===== config.mk =====
export PLATFORM = sky130hd
export DESIGN_NAME = cache_bus_arbiter
export DESIGN_NICKNAME = d
export VERILOG_FILES = /design/src/rtl/bus_pkg.sv /design/src/rtl/cache_bus_arbiter_increment.sv /design/src/rtl/cache_bus_arbiter.sv
export SDC_FILE = /design/constraint.sdc
export NUM_CORES = 1
export LEC_CHECK = 0
export CAP_MARGIN = 0
export CORE_AREA = 2 2 318 320
export CTS_BUF_LIST = sky130_fd_sc_hd__clkbuf_4 sky130_fd_sc_hd__clkbuf_8 sky130_fd_sc_hd__clkbuf_16
export DETAILED_ROUTE_END_ITERATION = 8
export DIE_AREA = 0 0 320 322
export HOLD_SLACK_MARGIN = 0.08
export MAX_ROUTING_LAYER = met4
export PLACE_DENSITY_LB_ADDON = 0.1
export SLEW_MARGIN = 10
export SYNTH_ARGS = -nofsm -noshare
export SYNTH_HDL_FRONTEND = slang
export SYNTH_SLANG_ARGS = --single-unit

===== constraint.sdc =====
create_clock -name clk_i -period 4.96 [get_ports clk_i]
set_input_delay 0.496 -clock clk_i [delete_from_list [all_inputs] [get_ports clk_i]]
set_output_delay 0.496 -clock clk_i [all_outputs]
set_load 0.02 [all_outputs]

===== src/rtl/bus_pkg.sv =====
// Shared definitions for the cache memory bus: qword geometry, arbiter state
// encoding and the round-robin pick helper.
package bus_pkg;

    localparam int BUS_DATA_WIDTH_SHIFT = 4;
    localparam int BUS_DATA_WIDTH       = 128;

    typedef enum logic {
        ST_IDLE = 1'b0,
        ST_BUSY = 1'b1
    } state_t;

    // Round-robin pick between two requesters. On a tie the port that did not
    // win last time takes the bus; otherwise the only requester wins.
    function automatic logic pick_winner(
        input logic req0,
        input logic req1,
        input logic last_grant
    );
        logic w_win;
        if (req0 && req1) begin
            w_win = ~last_grant;
        end else if (req0) begin
            w_win = 1'b0;
        end else begin
            w_win = 1'b1;
        end
        return w_win;
    endfunction

endpackage


===== src/rtl/cache_bus_arbiter_increment.sv =====
// Plain incrementer: data_o = data_i + 1, carry_o flags that data_i was
// already all-ones (i.e. the counter is saturated).
module increment #(
    parameter int WIDTH = 8
) (
    input  logic [WIDTH-1:0] data_i,
    output logic [WIDTH-1:0] data_o,
    output logic             carry_o
);

    assign {carry_o, data_o} = {1'b0, data_i} + {{WIDTH{1'b0}}, 1'b1};

endmodule


===== src/rtl/cache_bus_arbiter.sv =====
// Two-port round-robin arbiter sharing one 128-bit qword memory bus between
// the data cache (port 0) and the instruction cache (port 1). The grant is
// held until memory responds; a sticky watchdog flags a stalled memory.
module cache_bus_arbiter
    import bus_pkg::*;
#(
    parameter int BUS_ADDRESS_WIDTH = 20,
    parameter int TIMEOUT_WIDTH     = 8
) (
    input  logic                                          clk_i,
    input  logic                                          rst_i,
    // data cache
    input  logic [BUS_ADDRESS_WIDTH-1:BUS_DATA_WIDTH_SHIFT] m0_addr_i,
    input  logic [BUS_DATA_WIDTH-1:0]                     m0_data_i,
    input  logic                                          m0_we_i,
    input  logic                                          m0_valid_i,
    output logic                                          m0_valid_o,
    output logic [BUS_DATA_WIDTH-1:0]                     m0_data_o,
    // instruction cache
    input  logic [BUS_ADDRESS_WIDTH-1:BUS_DATA_WIDTH_SHIFT] m1_addr_i,
    input  logic [BUS_DATA_WIDTH-1:0]                     m1_data_i,
    input  logic                                          m1_we_i,
    input  logic                                          m1_valid_i,
    output logic                                          m1_valid_o,
    output logic [BUS_DATA_WIDTH-1:0]                     m1_data_o,
    // memory controller
    output logic [BUS_ADDRESS_WIDTH-1:BUS_DATA_WIDTH_SHIFT] mem_addr_o,
    output logic [BUS_DATA_WIDTH-1:0]                     mem_data_o,
    output logic                                          mem_we_o,
    output logic                                          mem_valid_o,
    input  logic                                          mem_valid_i,
    input  logic [BUS_DATA_WIDTH-1:0]                     mem_data_i,
    // watchdog
    output logic                                          timeout_o
);

    state_t r_state;
    state_t w_state_next;

    logic   r_grant;
    logic   r_last_grant;
    logic   r_mem_valid;
    logic   r_mem_we;
    logic   r_timeout;
    logic [BUS_ADDRESS_WIDTH-1:BUS_DATA_WIDTH_SHIFT] r_mem_addr;
    logic [BUS_DATA_WIDTH-1:0]                     r_mem_data;

    logic   w_any_req;
    logic   w_winner;
    logic   w_grant_en;
    logic   w_complete;
    logic   w_count_en;
    logic   w_busy;
    logic [BUS_ADDRESS_WIDTH-1:BUS_DATA_WIDTH_SHIFT] w_sel_addr;
    logic [BUS_DATA_WIDTH-1:0]                     w_sel_data;
    logic   w_sel_we;

    logic [TIMEOUT_WIDTH-1:0] r_wd;
    logic [TIMEOUT_WIDTH-1:0] w_wd_inc;
    logic                     w_wd_sat;

    assign w_any_req  = m0_valid_i | m1_valid_i;
    assign w_winner   = pick_winner(m0_valid_i, m1_valid_i, r_last_grant);
    assign w_busy     = (r_state == ST_BUSY);

    assign w_sel_addr = w_winner ? m1_addr_i : m0_addr_i;
    assign w_sel_data = w_winner ? m1_data_i : m0_data_i;
    assign w_sel_we   = w_winner ? m1_we_i   : m0_we_i;

    // State register.
    always_ff @(posedge clk_i or posedge rst_i) begin
        if (rst_i) begin
            r_state <= ST_IDLE;
        end else begin
            r_state <= w_state_next;
        end
    end

    // Next state plus the grant / complete / watchdog-count strobes.
    always_comb begin
        w_state_next = r_state;
        w_grant_en   = 1'b0;
        w_complete   = 1'b0;
        w_count_en   = 1'b0;
        case (r_state)
            ST_IDLE: begin
                // A memory strobe seen here belongs to nobody and is dropped.
                if (w_any_req) begin
                    w_grant_en   = 1'b1;
                    w_state_next = ST_BUSY;
                end
            end
            ST_BUSY: begin
                if (mem_valid_i) begin
                    w_complete   = 1'b1;
                    w_state_next = ST_IDLE;
                end else begin
                    w_count_en   = 1'b1;
                end
            end
        endcase
    end

    // Grant bookkeeping and the memory request strobe.
    always_ff @(posedge clk_i or posedge rst_i) begin
        if (rst_i) begin
            r_grant      <= 1'b0;
            r_last_grant <= 1'b1;
            r_mem_valid  <= 1'b0;
        end else if (w_grant_en) begin
            r_grant      <= w_winner;
            r_last_grant <= w_winner;
            r_mem_valid  <= 1'b1;
        end else if (w_complete) begin
            r_mem_valid  <= 1'b0;
        end
    end

    // Latch the winner's request once; it is not re-sampled while BUSY.
    always_ff @(posedge clk_i or posedge rst_i) begin
        if (rst_i) begin
            r_mem_addr <= '0;
            r_mem_data <= '0;
            r_mem_we   <= 1'b0;
        end else if (w_grant_en) begin
            r_mem_addr <= w_sel_addr;
            r_mem_data <= w_sel_data;
            r_mem_we   <= w_sel_we;
        end
    end

    increment #(
        .WIDTH   (TIMEOUT_WIDTH)
    ) u_wd_inc (
        .data_i  (r_wd),
        .data_o  (w_wd_inc),
        .carry_o (w_wd_sat)
    );

    // Watchdog: count stalled BUSY cycles, saturate, clear on completion.
    always_ff @(posedge clk_i or posedge rst_i) begin
        if (rst_i) begin
            r_wd <= '0;
        end else if (w_complete) begin
            r_wd <= '0;
        end else if (w_count_en && !w_wd_sat) begin
            r_wd <= w_wd_inc;
        end
    end

    // Sticky timeout: set on the cycle the counter reaches all-ones.
    always_ff @(posedge clk_i or posedge rst_i) begin
        if (rst_i) begin
            r_timeout <= 1'b0;
        end else if (w_count_en && !w_wd_sat && (&w_wd_inc)) begin
            r_timeout <= 1'b1;
        end
    end

    // The response is forwarded combinationally so the cache sees it in the
    // same cycle as the memory strobe; write responses are forwarded too.
    assign m0_valid_o  = mem_valid_i & w_busy & (r_grant == 1'b0);
    assign m1_valid_o  = mem_valid_i & w_busy & (r_grant == 1'b1);
    assign m0_data_o   = mem_data_i;
    assign m1_data_o   = mem_data_i;

    assign mem_addr_o  = r_mem_addr;
    assign mem_data_o  = r_mem_data;
    assign mem_we_o    = r_mem_we;
    assign mem_valid_o = r_mem_valid;
    assign timeout_o   = r_timeout;

endmodule


Word-level counts from Yosys, hierarchy flattened:

Cells that the tools add are included.

* output and inout port bits: 405
* register bits: 158

* bitwise gates (word level): 7
* reductions and logical operators: 7
* $add $sub $neg: 1
* muxes and demuxes: 16

Operators with widths (count)
* $mux W128: 1
* $mux W16: 1
* $mux W8: 2
* $mux W1: 11
* $add A8 B1 Y9 const B: 1
* $reduce_and A8 Y1: 1
* $reduce_bool A2 Y1: 2
* $and A1 B1 Y1: 3
* $logic_and A1 B1 Y1: 3
* $not A1 Y1: 3
* $pmux W1 S2: 1
* $logic_not A1 Y1: 1
* $or A1 B1 Y1: 1

Depth between registers and ports, before layout:

Gate-level depths: netlist of run 1.

* word-level depth: 5
* depth in mapped cells: 8
* gate-level depth less buffers: 6

Cells and area by module:

A second synthesis of run 1 with hierarchy kept.

* cell total of the unflattened synthesis: 1150
* area total of the unflattened synthesis: 9665.5 um^2

By module, submodules not included
* cache_bus_arbiter: cells an instance 1132, instances 1, area an instance 9544.2 um^2
* increment: cells an instance 18, instances 1, area an instance 121.4 um^2

Worst setup path before layout of run 1:

Ideal clock, no wire load.

* path kind: input to output
* start: input mem_valid_i
* end: output m0_valid_o
* data arrival time: 1023 ps
* stages on the path: 2
* path slack: 3441 ps
* buffers on the path: 0
* path through: and2_1 nor2b_1

* word-level cells in the longest chain between the ends: 2

RTL lines
* from (decl): RTL line cache_bus_arbiter.sv:31 `input logic mem_valid_i,`
* $and A1 B1 Y1 (2 in series): RTL line cache_bus_arbiter.sv:162 `assign m0_valid_o = mem_valid_i & w_busy & (r_grant == 1'b0);`
* to (decl): RTL line cache_bus_arbiter.sv:17 `output logic m0_valid_o,`

No other way between the ends.

Worst setup path in the final report of run 1:

* start: register r_state
* end: output m0_valid_o

* word-level cells in the longest chain between the ends: 2

RTL lines
* from (decl): RTL line cache_bus_arbiter.sv:37 `state_t r_state;`
* from (signal assigned): RTL line cache_bus_arbiter.sv:75 `r_state <= w_state_next;`
* $and A1 B1 Y1 (2 in series): RTL line cache_bus_arbiter.sv:162

No other way between the ends.

==> metrics.md, run 1 <==
| Metric | Value |
|---|---|
| Status | complete, no violations |
| Max-Slew Margin vs Limit | 35.6% |
| Critical path startpoint category | flip-flop |
| Cell area after synthesis | 0.00935 mm2 |
| Overall power consumption | 0.00635 W |
| Half-perimeter wire length of the detailed placement result | 29200 um |
| Post-CTS Resized | 0 |
| Number of synthesized register bits | 158 |
| Total number of vias | 6886 |
| Path type of the worst setup path | reg2out |
| Number of buffers added by the clock tree synthesis step | 17 |
| Number of buffers inserted for hold repair after clock tree synthesis | 0 |
| RSZ-0062 raised after global routing | false |
| Starting DRC count in detailed routing | 218 |
| Die extent in x | 320 um |
| Share of final-layout standard cells stronger than drive strength 1 | 4.43% |
| Number of buffers on the longest clock path | 2 |
| Skew final | 0.0168 ns |
| CTS tree | built |
| # fillers | 11300 |
| Number of max-cap violations | 0 |
| DR vias/cell | 2.81 |
| Part of the Yosys area used for sequential elements | 42.3% |
| Worst reg2reg startpoint | r_state |
| Final worst-path cycle share | 58.4% |
| Register clock-pin slew on the reported worst setup and hold paths | 0.08 ns |
| Class of the most critical hold timing path | in2async |
| CP endpoint kind | output port |
| Library cell used as clock root buffer | sky130_fd_sc_hd__clkbuf_16 |
| Number of antenna violations at the first check in global routing | 0 |
| Highest clock frequency the design can meet | 345 MHz |
| Pin slew with the least headroom to its limit | 0.965 ns |
| Number of nets in the synthesized netlist | 1395 |
| Total GRT Usage | 7.57% |
| Final Critical Period | 2.90 ns |
| Pwr/cell area | 456 mW/mm2 |
| Data arrival time of the critical path | 2.40 ns |
| Die area | 0.103 mm2 |
| Maximum fanout along the worst path | 19 |
| Max-slew violations | 0 |
| Antenna Violating Nets Remaining | 0 |
| Remaining routing DRC violations | 0 |
| Pre-antenna DRT Iters | 4 |
| Required time at the worst-slack endpoint | 4.46 ns |
| Number of setup violations in the final report | 0 |
| LEAKAGE | 5.69 nW |
| Number of ports placed on the die boundary | 828 |
| Core ar. | 0.0996 mm2 |
| Count of mapped cells out of synthesis | 970 |
| Chip Height | 322 um |
| DR WL/cell | 15.6 um |
| Standard cell area after detailed placement | 0.0133 mm2 |
| Worst setup path start | r_state |
| Setup tns final | 0 ns |
| Synth cell types | 40 |
| Primary flip-flop cell chosen by synthesis mapping | sky130_fd_sc_hd__dfrtp_1 |
| Post-route standard cell area excluding fillers | 0.0139 mm2 |
| Number of enable flip-flop cells after synthesis | 0 |
| Routability-driven placement congestion ratio | 0.649 |
| Total congestion overflow | 0 |
| Global-route wire length before repair | 53400 um |
| Clk sink count | 158 |
| Largest net degree at the start of global routing | 79 |
| Worst vdd rail ir drop | 0.000217 V |
| Number of global-route vias before repair | 7487 |
| Insertion delay to the later sink of the worst-skew pair | 0.50 ns |
| Antenna diodes | 0 |
| Initial core utilization | 9.39% |
| Post-CTS setup repair buffer count | 0 |
| Row cnt | 116 |
| Number of endpoints with negative hold slack in the final report | 0 |
| Final net count | 1563 |
| Maximum level of the CTS H-tree | 4 |
| Area Growth Syn to Fin | 49.0% |
| Port buffer count | 443 |
| Synth Area per Inst | 9.64 um2 |
| Ys async rst share | 100% |
| Total Wirelength | 38200 um |
| Warnings from Yosys | 0 |
[placed cells by master (no fill, tap or decap), types with 2 or more instances in the layout]
cell type,netlist,layout
sky130_fd_sc_hd__nor2_1,12,12
sky130_fd_sc_hd__nor2b_1,3,3
sky130_fd_sc_hd__clkinv_2,0,3
sky130_fd_sc_hd__clkdlybuf4s50_1,0,443
sky130_fd_sc_hd__a21oi_1,7,7
sky130_fd_sc_hd__and2_1,3,3
sky130_fd_sc_hd__clkinv_4,0,3
sky130_fd_sc_hd__nand2_1,149,149
sky130_fd_sc_hd__o21ai_1,79,79
sky130_fd_sc_hd__clkbuf_4,0,2
sky130_fd_sc_hd__o21ai_0,69,69
sky130_fd_sc_hd__nor3_1,2,2
sky130_fd_sc_hd__a31oi_1,3,3
sky130_fd_sc_hd__ha_1,2,2
sky130_fd_sc_hd__and3_1,4,4
sky130_fd_sc_hd__bufinv_16,0,2
sky130_fd_sc_hd__inv_1,5,4
sky130_fd_sc_hd__clkbuf_16,0,17
sky130_fd_sc_hd__mux2i_1,146,146
sky130_fd_sc_hd__buf_12,0,5
sky130_fd_sc_hd__clkbuf_8,0,4
sky130_fd_sc_hd__buf_4,265,9
sky130_fd_sc_hd__dfrtp_1,157,157
[cells by family (layout without fill, tap and decap cells)]
| family | after synthesis | after routing | synth area share, % |
|---|---|---|---|
| buffers and inverters | 313 | 494 | 24.4 |
| and+or+nand+nor | 181 | 181 | 7.88 |
| AOI/OAI and AO/OA | 168 | 168 | 9.36 |
| DFF | 158 | 158 | 42.3 |
| muxes | 146 | 146 | 15.6 |
| adders and majority gates | 2 | 2 | 0.268 |
| xor gates and xnor gates | 2 | 2 | 0.187 |
[flip-flops by register name, indices dropped and copies added (netlist names)]
register	cells
mem_data_o	128
mem_addr_o	16
r_wd	8
mem_valid_o	1
mem_we_o	1
r_grant	1
r_last_grant	1
r_state	1
timeout_o	1
[critical path, stage by stage (launching register included)]
cell                              delay (ns)
sky130_fd_sc_hd__dfrtp_1                0.80
sky130_fd_sc_hd__and2_1                 0.31
sky130_fd_sc_hd__nor2b_1                0.16
sky130_fd_sc_hd__clkdlybuf4s50_1        0.61
[worst paths after layout]
check | slack (ns) | cells after the start | endpoint
max in group asynchronous | 3.51 | 3 | mem_data_o[59]
worst min-delay path | 0.45 | 2 | mem_data_o[89]
worst min register to register | 0.48 | 2 | mem_data_o[23]
min in group clk_i | 0.48 | 2 | mem_data_o[23]
worst max-delay path | 2.06 | 3 | m0_valid_o
worst max register to register | 2.53 | 3 | mem_data_o[22]
[synthesized netlist by cell type, types with 2 or more instances]
| library cell | n | area, um2 |
|---|---|---|
| sky130_fd_sc_hd__buf_4 | 265 | 1990 |
| sky130_fd_sc_hd__nor3_1 | 2 | 10.0 |
| sky130_fd_sc_hd__nor2b_1 | 3 | 18.8 |
| sky130_fd_sc_hd__buf_2 | 16 | 80.1 |
| sky130_fd_sc_hd__and3_1 | 4 | 25.0 |
| sky130_fd_sc_hd__nand2_1 | 149 | 559 |
| sky130_fd_sc_hd__a21oi_1 | 7 | 35.0 |
| sky130_fd_sc_hd__and2_1 | 3 | 18.8 |
| sky130_fd_sc_hd__dfrtp_1 | 157 | 3930 |
| sky130_fd_sc_hd__o21ai_1 | 79 | 395 |
| sky130_fd_sc_hd__o21ai_0 | 69 | 345 |
| sky130_fd_sc_hd__ha_1 | 2 | 25.0 |
| sky130_fd_sc_hd__inv_1 | 5 | 18.8 |
| sky130_fd_sc_hd__a31oi_1 | 3 | 18.8 |
| sky130_fd_sc_hd__clkbuf_1 | 14 | 52.6 |
| sky130_fd_sc_hd__mux2i_1 | 146 | 1460 |
| sky130_fd_sc_hd__nor2_1 | 12 | 45.0 |
| sky130_fd_sc_hd__buf_6 | 12 | 135 |
[stage by stage]
step	utilization, %	cells	setup WS, ns	hold slack, ns
finish	14.0	2449	2.06	0.445
global route	14.0	2449	1.88	0.463
CTS	14.0	2449	1.95	0.412
detailed placement	13.4	2417	2.12	0.470
global placement	13.4	2417	2.14	0.463
floorplan	-	970	0.202	0.482
[power by group]
group / internal, W / total, W / switching (W) / leakage, nW
combinational: 0.00133 / 0.00284 / 0.00151 / 3.44
clock: 0.000805 / 0.00146 / 0.000656 / 0.300
sequential: 0.00177 / 0.00205 / 0.000283 / 1.95
[area by class of cell]
| cell class | count | area [um2] | share of cell area (%) |
|---|---|---|---|
| inverters | 5 | 26.3 | 0.189 |
| clock buffers | 23 | 495 | 3.55 |
| flip-flops and latches | 158 | 3960 | 28.4 |
| repair buffers | 457 | 4600 | 33.0 |
| well taps | 1298 | 1620 | 11.7 |
| multi-input cells | 499 | 3130 | 22.4 |
| clock inverters | 9 | 109 | 0.781 |
[routing by layer]
metal	wire [um]	vias to the layer above	share of wire [%]	GRT usage (%)
met4	1790	0	4.7	4.50
met1	13500	3102	35	7.08
li1	-	3313	-	-
met3	3940	129	10	3.76
met5	0	-	0	-
met2	19000	342	50	12.5
(Power assumes the default switching activity.)
==> inputs of run 2 (changes only) <==
clock period = 2.61 ns   (was 4.96 ns; I/O delays follow)
==> run 2 against run 1 <==
Count of clock-buffer cells in the layout decreased by 1. Critical path type unchanged. Worst setup slack got worse by 1.6 ns. Utilization grew 0.30 points. Critical endpoint is now m1_valid_o.
==> metrics.md, run 2 (synthesis results as in run 1) <==
| Metric | Value |
|---|---|
| Half-perimeter wire length of the detailed placement result | 29500 um |
| Critical path startpoint category | flip-flop |
| Pre-antenna DRT Iters | 4 |
| Required time at the worst-slack endpoint | 2.35 ns |
| Remaining routing DRC violations | 0 |
| Most frequent cells in the layout | sky130_fd_sc_hd__clkdlybuf4s50_1 (443), sky130_fd_sc_hd__dfrtp_1 (157), sky130_fd_sc_hd__nand2_1 (149) |
| Destination of the worst hold path | mem_data_o[92] |
| Number of endpoints with negative hold slack in the final report | 0 |
| Max-slew violations | 0 |
| DR vias/cell | 2.82 |
| Share of final-layout standard cells stronger than drive strength 1 | 6.77% |
| Number of setup violations in the final report | 0 |
| Depth of the worst hold-timing path | 3 |
| Maximum level of the CTS H-tree | 4 |
| Port buffer count | 443 |
| Number of buffers added by the clock tree synthesis step | 17 |
| M3 GR Usage | 3.57% |
| Max-Slew Margin vs Limit | 65.2% |
| Worst reg2reg startpoint | r_wd[1] |
| Row cnt | 116 |
| Status | complete, no violations |
| Internal power summed over all cells | 0.00749 W |
| Standard cell area after detailed placement | 0.0136 mm2 |
| Busiest metal layer after global routing | met2 |
| Power share of the clock group | 22.6% |
| Core ar. | 0.0996 mm2 |
| Worst vdd rail ir drop | 0.000521 V |
| Starting DRC count in detailed routing | 199 |
| Final net count | 1593 |
| DR WL/cell | 15.2 um |
| Final Critical Period | 2.12 ns |
| Final worst-path cycle share | 81.3% |
| RSZ-0062 raised after global routing | false |
| Number of ports placed on the die boundary | 828 |
| Number of antenna violations at the first check in global routing | 0 |
| Routing usage on met1 | 7.63% |
| CP endpoint kind | output port |
| Launch point of the worst hold path | m0_data_i[92] |
| Net switching power | 0.00464 W |
| Chip Height | 322 um |
| Largest net degree at the start of global routing | 75 |
| Die area | 0.103 mm2 |
| Clk sink count | 158 |
| Highest clock frequency the design can meet | 471 MHz |
| Skew final | 0.0151 ns |
| Initial core utilization | 9.39% |
| Worst Reg-to-Reg Cells | 5 |
| Total Wirelength | 37700 um |
| Antenna Violating Nets Remaining | 0 |
| Total congestion overflow | 0 |
| Reg2reg setup slack | 0.95 ns |
| Number of buffers on the longest clock path | 2 |
| Post-route standard cell area excluding fillers | 0.0142 mm2 |
| Routability-driven placement congestion ratio | 0.675 |
| Total number of vias | 6987 |
| Data arrival time of the critical path | 1.86 ns |
| Pin slew with the least headroom to its limit | 0.521 ns |
| Met2 global-route usage | 11.9% |
| Total GRT Usage | 7.51% |
| Setup tns final | 0 ns |
| Die extent in x | 320 um |
| Pwr/cell area | 852 mW/mm2 |
| Class of the most critical hold timing path | in2reg |
| Post-CTS Resized | 0 |
| Library cell used as clock root buffer | sky130_fd_sc_hd__clkbuf_16 |
| Register clock-pin slew on the reported worst setup and hold paths | 0.08 ns |
| Area Growth Syn to Fin | 52.2% |
| Flop pwr share | 32.1% |
| Antenna diodes | 0 |
| Path type of the worst setup path | reg2out |
| Worst R2R End | r_wd[3] |
| CTS tree | built |
| Combinational fraction of design power | 45.3% |
| Global-route wire length before repair | 53600 um |
| Number of global-route vias before repair | 7767 |
| Maximum fanout along the worst path | 18 |
| Switching Share | 38.2% |
| Number of max-cap violations | 0 |
| LEAKAGE | 5.85 nW |
| Most frequent standard cell in the layout excluding fill and tap cells | sky130_fd_sc_hd__clkdlybuf4s50_1 |
| Post-CTS setup repair buffer count | 0 |
| Number of flip-flops in the largest register | 128 |
| Insertion delay to the later sink of the worst-skew pair | 0.50 ns |
-- run 2: cell count changes in the layout (fill, tap and decap cells not counted), moves of 2 or more --
| cell | before | now |
|---|---|---|
| sky130_fd_sc_hd__clkinvlp_4 | 1 | 4 |
| sky130_fd_sc_hd__clkinv_4 | 3 | 1 |
| sky130_fd_sc_hd__buf_4 | 9 | 32 |
| sky130_fd_sc_hd__buf_12 | 5 | 11 |
-- run 2: layer usage --
metal | wire length, um | share of wire, %
met1 | 14300 | 38
met2 | 18100 | 48
met3 | 3620 | 9.6
met4 | 1570 | 4.2
met5 | 0 | 0
-- run 2: worst max path at each step --
stage | from | slack, ns | depth (start not counted) | end
after floorplan | rst_i | 0.35 | 1 | mem_addr_o[10]
after global placement | m1_valid_i | 0.34 | 7 | mem_data_o[87]
after detailed placement | m1_valid_i | 0.37 | 7 | mem_data_o[33]
after CTS | r_state | 0.35 | 3 | m1_valid_o
after global routing | r_state | 0.34 | 3 | m1_valid_o
final | r_state | 0.49 | 3 | m1_valid_o
-- run 2: what timing repair did --
action	CTS	global route
hold buffers	1	0
setup endpoints to repair	0	0
hold endpoints to repair	6	0
-- run 2: layout make-up --
| class | instances | area, um2 |
|---|---|---|
| sequential | 158 | 3960 |
| timing repair buffer | 487 | 4900 |
| inverter | 5 | 22.5 |
| clock inverter | 10 | 111 |
| tap | 1298 | 1620 |
| clock buffer | 22 | 488 |
| fill | 11300 | 85300 |
| multi-input combinational | 499 | 3130 |
-- run 2: critical path, cell delays in order (launching register included) --
cell and delay [ns]:
sky130_fd_sc_hd__dfrtp_1 0.35, sky130_fd_sc_hd__buf_4 0.24, sky130_fd_sc_hd__and3_1 0.18, sky130_fd_sc_hd__clkdlybuf4s50_1 0.60
-- run 2: through the flow --
stage / power [W] / instances / setup slack [ns] / utilization [%] / hold WS [ns]
after floorplan: 0.00701 / 970 / 0.349 / - / 0.350
after global placement: 0.00965 / 2446 / 0.336 / 13.7 / 0.464
after detailed placement: 0.00963 / 2446 / 0.371 / 13.7 / 0.469
after CTS: 0.0126 / 2479 / 0.352 / 14.3 / 0.315
after global routing: 0.0130 / 2479 / 0.341 / 14.3 / 0.340
final: 0.0121 / 2479 / 0.487 / 14.3 / 0.378
-- run 2: power groups by stage --
stage	sequential, W	clock [W]	combinational [W]
floorplan	0.00496	0	0.00205
global placement	0.00396	0	0.00570
detailed placement	0.00396	0	0.00566
CTS	0.00393	0.00295	0.00568
global route	0.00404	0.00302	0.00597
finish	0.00389	0.00274	0.00550
